### src/rtl/busca_instrucao.sv
// rtl/busca_instrucao.sv - instruction fetch/issue unit with memory req/ack and decoder valid/ready
module busca_instrucao #(
  parameter int ADDR_W  = 8,
  parameter int INSTR_W = 8,
  parameter logic [INSTR_W-1:0] HALT_OP = 8'hFF,
  parameter int CNT_W   = 16
) (
  input  logic               clk,
  input  logic               reset,
  input  logic               run,
  output logic               mem_req,
  output logic [ADDR_W-1:0]  mem_addr,
  input  logic               mem_ack,
  input  logic [INSTR_W-1:0] mem_data,
  output logic [INSTR_W-1:0] instru,
  output logic               instru_valid,
  input  logic               instru_ready,
  input  logic               pula,
  input  logic [ADDR_W-1:0]  alvo,
  output logic               escritaPC,
  output logic [ADDR_W-1:0]  pc,
  output logic               parado,
  output logic [CNT_W-1:0]   instr_count
);

  typedef enum logic [1:0] {IDLE, FETCH, ISSUE, HALTED} state_t;

  state_t state, state_next;

  logic ack_seen;
  logic issue_hs;
  logic is_halt;

  assign ack_seen = (state == FETCH) && mem_ack;
  assign issue_hs = (state == ISSUE) && instru_ready;
  assign is_halt  = (instru == HALT_OP);

  assign mem_req      = (state == FETCH);
  assign instru_valid = (state == ISSUE);
  assign parado       = (state == HALTED);
  assign mem_addr     = pc;

  always_ff @(posedge clk) begin
    if (reset) begin
      state <= IDLE;
    end else begin
      state <= state_next;
    end
  end

  always_comb begin
    state_next = state;
    case (state)
      IDLE:   if (run) state_next = FETCH;
      FETCH:  if (mem_ack) state_next = ISSUE;
      ISSUE: begin
        if (instru_ready) begin
          if (is_halt)  state_next = HALTED;
          else if (run) state_next = FETCH;
          else          state_next = IDLE;
        end
      end
      HALTED: state_next = HALTED;
      default: state_next = IDLE;
    endcase
  end

  // escritaPC is registered so it marks the cycle after the PC update edge
  always_ff @(posedge clk) begin
    if (reset) begin
      pc          <= '0;
      instru      <= '0;
      instr_count <= '0;
      escritaPC   <= 1'b0;
    end else begin
      escritaPC <= 1'b0;
      if (ack_seen) begin
        instru <= mem_data;
      end
      if (issue_hs) begin
        if (instr_count != {CNT_W{1'b1}}) begin
          instr_count <= instr_count + CNT_W'(1);
        end
        if (!is_halt) begin
          pc        <= pula ? alvo : pc + ADDR_W'(1);
          escritaPC <= 1'b1;
        end
      end
    end
  end

endmodule

### config.mk
export PLATFORM = sky130hd
export DESIGN_NAME = busca_instrucao
export DESIGN_NICKNAME = d
export VERILOG_FILES = /design/src/rtl/busca_instrucao.sv
export SDC_FILE = /design/constraint.sdc
export NUM_CORES = 1
export LEC_CHECK = 0
export CELL_PAD_IN_SITES_DETAIL_PLACEMENT = 0
export CELL_PAD_IN_SITES_GLOBAL_PLACEMENT = 1
export CORE_MARGIN = 2
export CORE_UTILIZATION = 34
export DETAILED_ROUTE_END_ITERATION = 10
export MAX_ROUTING_LAYER = met4
export PLACE_DENSITY_LB_ADDON = 0.25
export SYNTH_ARGS = -nofsm -noshare
export SYNTH_HDL_FRONTEND = slang
export SYNTH_SLANG_ARGS = --single-unit
### constraint.sdc
create_clock -name clk -period 2.4 [get_ports clk]
set_input_delay 0.6 -clock clk [delete_from_list [all_inputs] [get_ports clk]]
set_output_delay 0.6 -clock clk [all_outputs]
set_load 0.1 [all_outputs]
# Word-level counts from Yosys, hierarchy flattened
# Cells that the tools add are included.
# totals
input_bits	22
wordCells	32
ram_bits	0
mem_bits_ro	0
mem_count	0
out_inout_bits	44
reg_bits	35
latchBits	0
# op_classes
multipliers	0
div_mod_pow	0
n_mux	8
addsub	2
reduce_logical	7
n_shift	0
n_eq_ne	8
order_cmp	0
n_bitwise	2
# ops
op	count
adder 16 x 1 -> 16 bit (second input constant)	1
inequality test 16 bit (second input constant)	1
adder 8 x 1 -> 8 bit (second input constant)	1
equality test 8 bit (second input constant)	1
two-way mux 2 bit	4
two-way mux 8 bit	1
case mux 2 bit (4 select lines)	1
equality test 2 bit (second input constant)	2
inequality test 2 x 1 -> 1 bit (second input constant)	2
AND reduction 2 bit	2
AND reduction 3 bit	1
equality test 2 x 1 -> 1 bit (second input constant)	1
logical AND 1 bit	2
logical NOT 2 bit	1
two-way mux 1 bit	2
inequality test 2 bit (second input constant)	1
NOT 1 bit	2
OR reduction 2 bit	1

# Logic depth before layout (Yosys ltp)
# depth
ltp_word	4
ltp_mapped	6
depth_no_buf	5

# Worst setup path after synthesis
# No wires, ideal clock.
# synth_path
path_type	register to output
start	register state[1]
end	output port instru_valid
setup_slack_ns	0.003
arrival_ns	1.797
path_buffers	1
required_ns	1.800
stages_incl_launch_ff	3
path_cell_list	dfxtp_1 > buf_2 > nor2b_1
# synth_via
elab_chain_len	1
# synth_lines
element	line_no	source
start: declaration	28	state_t state, state_next;
start signal: assignment	47	state <= state_next;
equality test 2 bit	39	assign instru_valid = (state == ISSUE);
end: declaration	16	output logic instru_valid,
# No other way between the ends.

# Final worst setup path
# layout_path
start	register state[0]
end	output port mem_req
# layout_via
elab_chain_len	1
# layout_lines
element	line_no	source
equality test 2 x 1 -> 1 bit	38	assign mem_req = (state == FETCH);
end: declaration	11	output logic mem_req,
# No other way between the ends.

==> results.py <==
metrics = {
    "final_layout": {
        "final_common_cell": "buf_4",
        "areaGrowthSynthToFinish_pct": 37.41,
        "drive_gt1_share_pct": 21.75,
        "fin_nets": 308,
        "antennaDiodeCount": 0,
        "fin_util_pct": 48.47,
        "final_cell_mix": "buf_4 (50), dfxtp_1 (35), a21oi_1 (26)",
    },
    "power_and_ir_drop": {
        "combPwrFrac_pct": 16.2,
        "power_w": 0.001214,
        "pwr-share-clk_pct": 34.3,
        "power_frac_seq_pct": 49.5,
        "intPower_w": 0.0008646,
        "p_per_area_mw_per_mm2": 487.2,
        "power.leakage_nw": 0.9348,
        "switchingPower_w": 0.0003490,
        "irDropWorstVdd_mv": 0.2198,
        "swShare_pct": 28.76,
    },
    "sta": {
        "finalCritPeriodShare_pct": 80.27,
        "fmax_ghz": 0.5191,
        "finalSetupTns_ns": 0,
        "tightest_slew_ns": 0.4156,
        "maxSlewHeadroom_pct": 72.06,
        "setup_violations": 0,
        "hold_violations": 0,
        "period_needed_ns": 1.927,
        "drv_slew": 0,
        "rsz0062_at_grt": "no",
        "finClkSkew_ns": 0.006835,
    },
    "synthesis": {
        "syn-cell-area_sq_mm": 0.001813,
        "syn_inst": 224,
        "synth.avg_cell_area_sq_um": 8.094,
        "yosysWarnings": 0,
        "synth_top_area_share_pct": 38.65,
        "yosysUniqueCellTypes": 41,
        "synth_top_cell_by_area": "dfxtp_1",
        "synthTopCellsByArea": "dfxtp_1 (39%), a21oi_1 (7.2%), nand3_1 (4.7%)",
        "ys_seq_area_share_pct": 38.65,
        "synth_seq_cells": 35,
        "synth_nets": 248,
    },
    "cts": {
        "clk_latency_ns": 0.29,
        "h-tree-depth": 2,
        "post_cts_buffers": 0,
        "clock-sinks": 35,
        "clk_pin_slew_ns": 0.07,
        "cts.path.max_buffers": 2,
        "numCtsBuffers": 5,
        "clk_root_buffer_cell": "clkbuf_8",
        "cts_hold_buffers": 0,
        "post_cts_resize_count": 0,
        "cts_tree": "yes",
    },
    "critical_path": {
        "end_kind": "output pin",
        "worstPathRequired_ns": 1.80,
        "cp.arrival_ns": 1.33,
        "worst-path-max-fanout": 10,
        "cp-start-kind": "register",
        "crit_type": "reg -> out",
    },
    "global_routing": {
        "grtUsageMet3_pct": 4.471,
        "grt-busiest-layer": "met2",
        "grt_pass1_wl_mm": 7.838,
        "use_met1_pct": 20.97,
        "grt_use_total_pct": 16.83,
        "met2_usage_pct": 26.14,
        "antenna_found_initial": 0,
        "grt_pass1_vias": 1626,
        "overflow": 0,
        "grt_max_degree": 21,
    },
    "route": {
        "routed_via_density": 5.183,
        "totalWireLength_mm": 4.700,
        "drc_errors": 0,
        "first_iter_violations": 55,
        "via_count": 1840,
        "routedWlPerCell_um": 13.24,
        "postRouteAntennaNets": 0,
        "firstDrtPassIters": 4,
    },
    "die": {
        "pin_count": 66,
        "start_util_pct": 35.27,
        "die_x_um": 77.02,
        "die_y_um": 77.02,
        "die_area_sq_mm": 0.005932,
        "coreArea_sq_mm": 0.005140,
        "fp-row-count": 26,
    },
    "place": {
        "port_buffers": 65,
        "dpl.hpwl_mm": 3.475,
        "gp_congestion": 0.8179,
    },
    "hold_path": {
        "hold_path_class": "reg -> reg",
    },
    "job": {
        "drv_cap": 0,
    },
    "status": {
        "status": "finished, final reports clean",
    },
}
[critical path, stage by stage, from the launching register on]
cell and delay, ns:
dfxtp_1 0.50, nor2b_1 0.32, buf_12 0.22
[through the flow]
stage	setup slack, ns	cell area (sq um)	cells	hold WS, ns
after floorplan	0.002800	1813	224	0.5489
after global placement	0.2236	2410	347	0.4639
after detailed placement	0.2128	2410	347	0.4687
after CTS	0.4556	2491	355	0.4787
after global routing	0.3694	2491	355	0.4996
final	0.4734	2491	355	0.4776
[routing by layer]
| layer | part of all wire (%) | wire length [um] |
|---|---|---|
| met1 | 46 | 2152 |
| met2 | 47 | 2199 |
| met3 | 6.0 | 281 |
| met4 | 1.4 | 67 |
| met5 | 0 | 0 |
[synthesized netlist by cell type (all sizes together)]
library cell and n:
a211oi 4, a21oi 26, a22o 1, a31o 2, a31oi 3, a32o 2, and2 1, and3 2
and3b 1, and4 2, and4b 2, buf 12, clkbuf 8, dfxtp 35, ha 2, inv 6
mux2 1, mux2i 4, nand2 18, nand2b 3, nand3 17, nand4 10, nor2 11, nor2b 4
nor3 4, nor3b 1, nor4 1, o21a 1, o21ai 19, o21bai 1, o2bb2ai 1, o31ai 4
o41ai 2, or3 11, or4 2
[sequential cells by signal, indices dropped and copies added, names as in the netlist]
register	count
instr_count	16
instru	8
mem_addr	8
state	2
escritaPC	1
[worst paths after layout]
kind	start	to	slack, ns	depth (start not counted)
max	state[0]	mem_req	0.47	2
min	instru[2]	instru[2]	0.48	2
max reg2reg	instr_count[0]	instr_count[0]	0.63	5
min reg2reg	instru[2]	instru[2]	0.48	2
[kinds of logic (layout without fill, tap and decap cells)]
logic type | after synthesis | after routing | share of synthesized area, %
AO/OA/AOI/OAI | 66 | 66 | 21.60
multiplexers | 5 | 5 | 2.830
AND/OR/NAND/NOR | 90 | 90 | 27.88
flip-flops | 35 | 35 | 38.65
adder cells (fa/ha/maj) | 2 | 2 | 1.380
buffers and inverters | 26 | 87 | 7.660
[layout make-up]
| type | count | area (sq um) |
|---|---|---|
| clock buffers | 7 | 76.32 |
| fillers | 559 | 2649 |
| repair buffers | 73 | 625.6 |
| inverters | 6 | 22.52 |
| flip-flops and latches | 35 | 700.7 |
| well taps | 70 | 87.58 |
| clock inverters | 1 | 5.005 |
| multi-input cells | 163 | 973.4 |
[power by group through the flow]
stage / clock network (W) / registers [W] / logic, W
2_1_floorplan: 0 / 0.000656 / 0.0000830
3_3_place_gp: 0 / 0.000614 / 0.000197
3_5_place_dp: 0 / 0.000614 / 0.000198
4_1_cts: 0.000435 / 0.000601 / 0.000198
5_1_grt: 0.000460 / 0.000603 / 0.000208
6_report: 0.000416 / 0.000601 / 0.000196
Note: power is estimated with default switching activity, not from simulation.
